**src/rtl/hazard_forward_if.sv**
```systemverilog
// hazard_forward_if: pipeline-side signals for the hazard/forwarding unit
interface hazard_forward_if #(parameter int REG_W = 4, parameter int CNT_W = 16);
  logic fwd_en, id_valid, id_two_src;
  logic [REG_W-1:0] id_src1, id_src2, exe_dest, mem_dest, wb_dest, exe_src1, exe_src2;
  logic exe_wb_en, exe_mem_r_en, mem_wb_en, wb_wb_en, flush, stat_clr;
  logic hazard;
  logic [1:0] sel_src1, sel_src2;
  logic [CNT_W-1:0] stall_count;
  modport master (
    output fwd_en, id_valid, id_two_src, id_src1, id_src2, exe_dest, exe_wb_en, exe_mem_r_en,
           mem_dest, mem_wb_en, wb_dest, wb_wb_en, exe_src1, exe_src2, flush, stat_clr,
    input  hazard, sel_src1, sel_src2, stall_count
  );
  modport slave (
    input  fwd_en, id_valid, id_two_src, id_src1, id_src2, exe_dest, exe_wb_en, exe_mem_r_en,
           mem_dest, mem_wb_en, wb_dest, wb_wb_en, exe_src1, exe_src2, flush, stat_clr,
    output hazard, sel_src1, sel_src2, stall_count
  );
endinterface

```
**src/rtl/hazard_forward_unit.sv**
```systemverilog
// hazard_forward_unit: RAW stall detection, load-latency stretch, EXE forwarding selects
module hazard_forward_unit #(
  parameter int REG_W    = 4,
  parameter int LOAD_LAT = 1,
  parameter int CNT_W    = 16
) (
  input logic clk,
  input logic rst,
  hazard_forward_if.slave bus
);
  logic m1x, m2x, m1m, m2m, raw_hz, ext_on;
  logic [3:0] ext_cnt;
  function automatic logic eq(input logic [REG_W-1:0] a, input logic [REG_W-1:0] b);
    return a == b;
  endfunction
  function automatic logic [1:0] sel(input logic [REG_W-1:0] src);
    return (rst || !bus.fwd_en) ? 2'd0 :
           (bus.mem_wb_en && eq(src, bus.mem_dest)) ? 2'd1 :
           (bus.wb_wb_en && eq(src, bus.wb_dest)) ? 2'd2 : 2'd0;
  endfunction
  assign m1x = eq(bus.id_src1, bus.exe_dest);
  assign m2x = bus.id_two_src & eq(bus.id_src2, bus.exe_dest);
  assign m1m = eq(bus.id_src1, bus.mem_dest);
  assign m2m = bus.id_two_src & eq(bus.id_src2, bus.mem_dest);
  // with forwarding only a load in EXE can't be bypassed in time
  assign raw_hz = bus.id_valid & (bus.fwd_en ? bus.exe_mem_r_en & (m1x | m2x)
                                             : (bus.exe_wb_en & (m1x | m2x)) | (bus.mem_wb_en & (m1m | m2m)));
  assign ext_on = ext_cnt != 4'd0;
  assign bus.hazard = ~rst & ~bus.flush & (raw_hz | ext_on);
  assign bus.sel_src1 = sel(bus.exe_src1);
  assign bus.sel_src2 = sel(bus.exe_src2);
  always_ff @(posedge clk) begin
    if (rst || bus.flush) ext_cnt <= 4'd0;
    else if (ext_on) ext_cnt <= ext_cnt - 4'd1;
    else if (bus.fwd_en && raw_hz && LOAD_LAT > 1) ext_cnt <= 4'(LOAD_LAT - 1);
    if (rst || bus.stat_clr) bus.stall_count <= '0;
    else if (bus.hazard && bus.stall_count != {CNT_W{1'b1}}) bus.stall_count <= bus.stall_count + 1'b1;
  end
endmodule

```
**src/flat_wrapper.sv**
```systemverilog
// flat-port wrapper written by rule: the top's interface ports become plain ports
module hazard_forward_unit_flat 
#(
  parameter int REG_W    = 4,
  parameter int LOAD_LAT = 1,
  parameter int CNT_W    = 16
)
  (clk, rst, bus_fwd_en, bus_id_valid, bus_id_two_src, bus_id_src1, bus_id_src2, bus_exe_dest, bus_exe_wb_en, bus_exe_mem_r_en, bus_mem_dest, bus_mem_wb_en, bus_wb_dest, bus_wb_wb_en, bus_exe_src1, bus_exe_src2, bus_flush, bus_stat_clr, bus_hazard, bus_sel_src1, bus_sel_src2, bus_stall_count);
  hazard_forward_if #(.REG_W(REG_W), .CNT_W(CNT_W)) bus_i ();
  input logic clk;
  input logic rst;
  input wire logic [$bits(bus_i.fwd_en)-1:0] bus_fwd_en;
  input wire logic [$bits(bus_i.id_valid)-1:0] bus_id_valid;
  input wire logic [$bits(bus_i.id_two_src)-1:0] bus_id_two_src;
  input wire logic [$bits(bus_i.id_src1)-1:0] bus_id_src1;
  input wire logic [$bits(bus_i.id_src2)-1:0] bus_id_src2;
  input wire logic [$bits(bus_i.exe_dest)-1:0] bus_exe_dest;
  input wire logic [$bits(bus_i.exe_wb_en)-1:0] bus_exe_wb_en;
  input wire logic [$bits(bus_i.exe_mem_r_en)-1:0] bus_exe_mem_r_en;
  input wire logic [$bits(bus_i.mem_dest)-1:0] bus_mem_dest;
  input wire logic [$bits(bus_i.mem_wb_en)-1:0] bus_mem_wb_en;
  input wire logic [$bits(bus_i.wb_dest)-1:0] bus_wb_dest;
  input wire logic [$bits(bus_i.wb_wb_en)-1:0] bus_wb_wb_en;
  input wire logic [$bits(bus_i.exe_src1)-1:0] bus_exe_src1;
  input wire logic [$bits(bus_i.exe_src2)-1:0] bus_exe_src2;
  input wire logic [$bits(bus_i.flush)-1:0] bus_flush;
  input wire logic [$bits(bus_i.stat_clr)-1:0] bus_stat_clr;
  output wire logic [$bits(bus_i.hazard)-1:0] bus_hazard;
  output wire logic [$bits(bus_i.sel_src1)-1:0] bus_sel_src1;
  output wire logic [$bits(bus_i.sel_src2)-1:0] bus_sel_src2;
  output wire logic [$bits(bus_i.stall_count)-1:0] bus_stall_count;
  assign bus_i.fwd_en = bus_fwd_en;
  assign bus_i.id_valid = bus_id_valid;
  assign bus_i.id_two_src = bus_id_two_src;
  assign bus_i.id_src1 = bus_id_src1;
  assign bus_i.id_src2 = bus_id_src2;
  assign bus_i.exe_dest = bus_exe_dest;
  assign bus_i.exe_wb_en = bus_exe_wb_en;
  assign bus_i.exe_mem_r_en = bus_exe_mem_r_en;
  assign bus_i.mem_dest = bus_mem_dest;
  assign bus_i.mem_wb_en = bus_mem_wb_en;
  assign bus_i.wb_dest = bus_wb_dest;
  assign bus_i.wb_wb_en = bus_wb_wb_en;
  assign bus_i.exe_src1 = bus_exe_src1;
  assign bus_i.exe_src2 = bus_exe_src2;
  assign bus_i.flush = bus_flush;
  assign bus_i.stat_clr = bus_stat_clr;
  assign bus_hazard = bus_i.hazard;
  assign bus_sel_src1 = bus_i.sel_src1;
  assign bus_sel_src2 = bus_i.sel_src2;
  assign bus_stall_count = bus_i.stall_count;
  hazard_forward_unit #(.REG_W(REG_W), .LOAD_LAT(LOAD_LAT), .CNT_W(CNT_W)) u_core (.clk(clk), .rst(rst), .bus(bus_i));
endmodule
```
**config.mk**
```make
export PLATFORM = sky130hd
export DESIGN_NAME = hazard_forward_unit_flat
export DESIGN_NICKNAME = d
export VERILOG_FILES = /design/src/rtl/hazard_forward_if.sv /design/src/rtl/hazard_forward_unit.sv /design/src/flat_wrapper.sv
export SDC_FILE = /design/constraint.sdc
export NUM_CORES = 1
export LEC_CHECK = 0
export CORE_MARGIN = 1.5
export CORE_UTILIZATION = 44
export CTS_BUF_LIST = sky130_fd_sc_hd__clkbuf_4
export CTS_CLUSTER_DIAMETER = 50
export DETAILED_ROUTE_END_ITERATION = 16
export GPL_TIMING_DRIVEN = 0
export PLACE_DENSITY = 0.87
export SYNTH_ARGS = -nofsm -noshare
export SYNTH_HDL_FRONTEND = slang
export SYNTH_SLANG_ARGS = --single-unit
```
**constraint.sdc**
```tcl
create_clock -name clk -period 2.45 [get_ports clk]
set_clock_uncertainty 0.05 [all_clocks]
set_input_delay 0.49 -clock clk [delete_from_list [all_inputs] [get_ports clk]]
set_output_delay 0.49 -clock clk [all_outputs]
set_load 0.02 [all_outputs]
```
==> out/results.ini <==
[floorplan]
start_util = 0.4679
ios = 60
rows = 20
dieArea_sq_um = 3625
fp.dieH_um = 60.21
coreArea_sq_um = 3078
die_w_um = 60.21

[worst_setup_path]
arrival_ns = 1.85
end_kind = primary output
max_stage_delay_ns = 0.53
critPathBufInv = 2
worst_path_max_delay_cell = clkdlybuf4s50_1
cp.required_ns = 1.91
path_class = in -> out
crit_path_cell_trace = clkdlybuf4s50_1 > xnor2_1 > nand3_1 > o22ai_2 > o21ai_2 > a21oi_1 > buf_4
crit_fanout = 2
cp-start-kind = primary input
critical_path.top_delay_family = buffers and inverters

[synthesis]
ys_ff_latch = 20
synth_common_cells = 20 x dfxtp_1, 20 x xnor2_1, 15 x a21oi_1, 15 x xor2_1, 14 x o21ai_0
synth_cell_types = 40
synth_top_cell_by_area = dfxtp_1
yosysWarningCount = 0
synth-seq-area-share = 0.2780
ys_top_cells_by_area = dfxtp_1 28%, xnor2_1 12%, xor2_1 9.1%
async_flop_share = 0
synth_fp_nets = 221
synthesis.area_sq_um = 1440
synth_top_area_frac = 0.2780
synth_cells = 180
synth_edf_count = 0
synth_area_per_cell_sq_um = 8.001
synthFlopType = dfxtp_1

[route]
vias = 1555
drc_errors = 0
drt-total-wl_mm = 4.089
vias_per_cell = 5.399
antenna_left = 0
routedWlPerCell_um = 14.20
drt_iter0_drc = 67
drtPass1Iterations = 4

[power_and_ir_drop]
vdd_drop_max_v = 0.0002360
powerDensity_nw_per_um2 = 378.2
p_leak_nw = 0.7820

[sta]
holdWs_ns = 0.4593
tns_ns = 0
fin_crit_ns = 2.389
relSlewSlack = 0.6881
slew_violations = 0
hold_viol = 0
setup_viol_count_final = 0
tightest_slew_ns = 0.4678
fmaxAchievable_ghz = 0.4187
fin_crit_sh = 0.9749

[cells_and_area]
nNetsFinal = 286
stdcell_count = 288
drive_gt1_frac = 0.1025
area_growth_pct = 50.04
antenna-diode-count = 0

[clock_network]
cts_buffer_depth = 2
numCtsBuffers = 3
insertion_delay_ns = 0.32
clock_sinks = 20
h-tree-depth = 1
cts.clk_slew.worst_paths_ns = 0.12
cts-root-buf = clkbuf_4
cts_tree = built

[run]
drv_cap = 0

[global_route]
grt_pass1_vias = 1458
grt_usage = 0.2273
antenna_found_initial = 0
grt_pass1_wl_mm = 6.216
overflow = 0
grt_max_degree = 13

[hold_path]
hold_class = reg -> reg

[place]
place_hpwl_mm = 3.112
gp_congestion = 0.8562
port_buffers = 59
place_inst = 283

[outcome]
status = complete, no violations

area by class of cell:
cell class,count,area (sq um)
plain buffers,6,36.28
flip-flops and latches,20,400.4
fillers,246,917.1
repair buffers,60,596.8
clock buffers,3,22.52
multi-input cells,149,1001
inverters,5,18.77
clock inverters,1,30.03
well taps,44,55.05
through the flow:
step                total power, mW    util  instance area [sq um]  setup slack (ns)
global placement             0.5417  0.6776                   2086           -0.6331
detailed placement           0.5471  0.6776                   2086           -0.6675
finish                       0.8173  0.7020                   2161           0.06149
floorplan                    0.4432       -                   1440            0.3632
CTS                          0.8159  0.6939                   2136           -0.1161
global route                 0.8445  0.7020                   2161          -0.01585
cell families after synthesis:
group | Yosys count | synth area share
compound gates | 37 | 0.1503
simple gates | 73 | 0.2885
mux | 2 | 0.01477
xor+xnor | 35 | 0.2129
flops | 20 | 0.2780
buf+inv | 11 | 0.03822
fa+ha+maj | 2 | 0.01737
cells in the final DEF (no fill, tap or decap), types with 10 or more instances in the layout:
| cell type | netlist | layout |
|---|---|---|
| xnor2_1 | 20 | 20 |
| xor2_1 | 15 | 15 |
| dlymetal6s2s_1 | 0 | 11 |
| clkdlybuf4s50_1 | 0 | 38 |
| dfxtp_1 | 20 | 20 |
| o21ai_0 | 14 | 13 |
| nand3_1 | 12 | 12 |
| a21oi_1 | 15 | 15 |
| nand2_1 | 11 | 11 |
| or3_1 | 13 | 13 |
| nor2_1 | 10 | 10 |
routing by layer:
layer  track usage  share of wire
met5             0              0
met4        0.1365          0.023
met3       0.03896          0.074
met2        0.3913           0.52
met1        0.2592           0.39
report_power, final:
part           switching, mW  internal [mW]
Combinational         0.0961          0.112
Clock                  0.110          0.166
Sequential           0.00414          0.329
sequential cells by signal (all words and copies together), names as in the netlist:
name and cells:
u_core.bus.stall_count 16, u_core.ext_cnt 4
timing repair:
item	in CTS	in global routing
endpoints found under the setup margin	5	9
resized for setup	20	19
hold buffers	0	0
setup buffers	0	1
pin swaps	1	6
final timing paths:
kind              slack [ns]                                      end                               startpoint  cells past startpoint
setup reg to reg        0.14  u_core.bus.stall_count[13]$_SDFFE_PP0P_           u_core.ext_cnt[0]$_SDFFE_PN0N_                     10
hold / removal          0.46  u_core.bus.stall_count[10]$_SDFFE_PP0P_  u_core.bus.stall_count[10]$_SDFFE_PP0P_                      2
hold reg to reg         0.46  u_core.bus.stall_count[10]$_SDFFE_PP0P_  u_core.bus.stall_count[10]$_SDFFE_PP0P_                      2
setup / recovery        0.06                               bus_hazard                           bus_id_src2[0]                      7
worst min-delay path: stages, from the launching register on:
cell and delay (ns):
dfxtp_1 0.35, o21ai_0 0.07, a21oi_1 0.06
Note: power is estimated with default switching activity, not from simulation.
==> edit: new RTL, same flow settings <==
`REG_W` is set to 4 in 3 places; all go to 6.
--- a/src/rtl/hazard_forward_if.sv
+++ b/src/rtl/hazard_forward_if.sv
@@ -1,5 +1,5 @@
 // hazard_forward_if: pipeline-side signals for the hazard/forwarding unit
-interface hazard_forward_if #(parameter int REG_W = 4, parameter int CNT_W = 16);
+interface hazard_forward_if #(parameter int REG_W = 6, parameter int CNT_W = 16);
   logic fwd_en, id_valid, id_two_src;
   logic [REG_W-1:0] id_src1, id_src2, exe_dest, mem_dest, wb_dest, exe_src1, exe_src2;
   logic exe_wb_en, exe_mem_r_en, mem_wb_en, wb_wb_en, flush, stat_clr;
--- a/src/rtl/hazard_forward_unit.sv
+++ b/src/rtl/hazard_forward_unit.sv
@@ -1,6 +1,6 @@
 // hazard_forward_unit: RAW stall detection, load-latency stretch, EXE forwarding selects
 module hazard_forward_unit #(
-  parameter int REG_W    = 4,
+  parameter int REG_W    = 6,
   parameter int LOAD_LAT = 1,
   parameter int CNT_W    = 16
 ) (
--- a/src/flat_wrapper.sv
+++ b/src/flat_wrapper.sv
@@ -1,7 +1,7 @@
 // flat-port wrapper written by rule: the top's interface ports become plain ports
 module hazard_forward_unit_flat 
 #(
-  parameter int REG_W    = 4,
+  parameter int REG_W    = 6,
   parameter int LOAD_LAT = 1,
   parameter int CNT_W    = 16
 )
Ports: changed (7 resized); port bits go from 60 to 74. No check against the original RTL was run, so the function may have changed too.
==> edit against the unedited design <==
First-iteration DRC count increased by 73%. Worst hold slack improved by 0.0077 ns. Global-route usage increased by 0.075 points. Count of clock-buffer cells in the layout unchanged. Area after synthesis increased by 10%. Die area increased by 9.6%. Setup slack got worse by 0.024 ns. Wire length increased by 13%. Sequential cell count unchanged. Final area increased by 11%.
Power is not compared: it rests on default switching activity, and its combinational part moved more than twofold at a synthesized area within 25%.
==> edit: results (changes against the unedited design) <==
| Metric | Value |
|---|---|
| Status | `finished clean` |
| Post-synth top cells | `xnor2_1, dfxtp_1, nand4_1` |
| Layout Nets | `330 (+15%)` |
| Met3 usage | `4.14% (+0.25 points)` |
| Initial antenna violation count | `0 (unchanged)` |
| Crit path DAT | `1.87 ns (+0.02 ns)` |
| Met2 Usage GRT | `43.5% (+4.4 points)` |
| Vias in the first global route | `1734 (+19%)` |
| Routed WL | `4.61 mm (+13%)` |
| Worst slack, placed | `-0.790 ns (-0.123 ns)` |
| Num CTS Buffers | `3 (unchanged)` |
| Detailed Place HPWL | `3.71 mm (+19%)` |
| Synth Net Count | `251 (+14%)` |
| Largest net degree at the start of global routing | `13 (unchanged)` |
| Max VDD drop | `0.000623 V` |
| Routability cong. | `0.820 (-4.3%)` |
| Violation count after the first detailed-route iteration | `116 (+73%)` |
| Top cells by area, synth | `dfxtp_1, xnor2_1, xor2_1, nand4_1, or3_1` |
| First-pass GRT wire length | `7.40 mm (+19%)` |
| Tot GR Track Use | `22.8% (+0.075 points)` |
| Ys Warns | `0 (unchanged)` |
| Share of post-route cells with drive strength above 1 | `10.2% (-0.027 points)` |
| CTS H-Tree Depth | `1 (unchanged)` |
| FILL cells | `261 (+6.1%)` |
| Largest registers | `u_core.bus.stall_count (16), u_core.ext_cnt (4)` |
| Pre-Repair DR Iteration Count | `4 (unchanged)` |
| Cell family with the largest share of critical-path delay | `buffers and inverters` |
| Met1 usage | `26.4% (+0.49 points)` |
| Antenna diodes | `0 (unchanged)` |
| Leakage | `0.837 nW` |
| Worst hold-check path type | `reg2reg` |
| Longest Clk Path Bufs | `2 (unchanged)` |
| CP max stage cell | `clkdlybuf4s50_1` |
| FFs w/ async S/R, synth | `0% (unchanged)` |
| Yosys cell types | `34 (-15%)` |
| Worst Max-Slew Pin Slew | `0.466 ns (-0.00201 ns)` |
| Vias per cell | `5.53 (+2.4%)` |
| Top-count cell post-synth | `xnor2_1` |
| Pint | `0.690 mW` |
| PortBufs | `72 (+22%)` |
| Clk Latency, worst-skew pair | `between 0.3 and 0.4 ns` |
| CTS root buffer | `clkbuf_4` |
| Sequential-to-total area share from yosys stat | `25.3% (-2.5 points)` |
| Max FO, Critical Path | `2 (unchanged)` |
| Worst-path clk slew | `0.10 ns (-0.02 ns)` |
| Max stage delay on crit path | `0.47 ns (-0.06 ns)` |
edit: cell types whose count changed after synthesis, moves of 3 or more:
cell / unedited run / this run
and3_1: 0 / 8
clkbuf_1: 1 / 5
nand2_1: 11 / 8
nand3_1: 12 / 6
nand4_1: 3 / 17
nor2_1: 10 / 7
nor4_1: 1 / 4
xnor2_1: 20 / 38
edit: area by class of cell:
cell class / count / area share, %
Buffer: 7 / 1.57
Clock buffer: 3 / 0.941
Inverter: 3 / 0.575
Multi-Input combinational cell: 165 / 48.7
Timing Repair Buffer: 75 / 28.9
Clock inverter: 1 / 0.157
Sequential cell: 20 / 16.7
Tap cell: 46 / 2.41
edit: final timing paths:
| path | startpoint | end | slack, ns | cells after the start |
|---|---|---|---|---|
| setup / recovery | bus_exe_src1[5] | bus_sel_src1[1] | 0.04 | 5 |
| setup reg to reg | u_core.bus.stall_count[0]$_SDFFE_PP0P_ | u_core.bus.stall_count[15]$_SDFFE_PP0P_ | 0.14 | 9 |
| hold / removal | u_core.bus.stall_count[15]$_SDFFE_PP0P_ | u_core.bus.stall_count[15]$_SDFFE_PP0P_ | 0.47 | 2 |
| hold reg to reg | u_core.bus.stall_count[15]$_SDFFE_PP0P_ | u_core.bus.stall_count[15]$_SDFFE_PP0P_ | 0.47 | 2 |
edit: metrics by stage:
stage               std cells  hold slack [ns]  area [sq um]
floorplan                 196            0.427          1590
global placement          314            0.444          2360
detailed placement        314            0.452          2360
CTS                       317            0.472          2360
global route              320            0.490          2390
finish                    320            0.467          2390
edit: cells by family after synthesis:
group	count (synthesis)	share of synthesized area, %
compound gates	33	11.5
xor+xnor	51	28.2
fa+ha+maj	2	1.58
buf+inv	11	3.63
flops	20	25.3
mux	2	1.34
simple gates	77	28.5
edit: worst register-to-register path: stages (launching register included):
cell	delay, ns
dfxtp_1	0.38
ha_1	0.22
and3_1	0.19
and3_1	0.17
clkbuf_1	0.19
nand4_1	0.20
clkbuf_4	0.22
nand4_1	0.13
or3_1	0.34
a21oi_1	0.14
edit: layer usage:
layer	vias to the layer above	routed length [um]
met1	821	1830
met3	4	247
met2	67	2500
li1	877	-
met4	0	36
met5	-	0
edit: timing repair:
| item | 4_1_cts | 5_1_grt |
|---|---|---|
| resized for setup | 64 | 18 |
| pin swaps | 13 | 7 |
| endpoints found under the setup margin | 7 | 7 |
| setup buffers | 0 | 3 |
edit: power by group through the flow:
| stage | clock (mW) | sequential, mW | combinational [mW] |
|---|---|---|---|
| final | 0.161 | 0.382 | 0.532 |
| after global routing | 0.181 | 0.386 | 0.582 |
| after CTS | 0.162 | 0.382 | 0.513 |
| after detailed placement | 0 | 0.388 | 0.515 |
| after global placement | 0 | 0.388 | 0.503 |
| after floorplan | 0 | 0.386 | 0.327 |
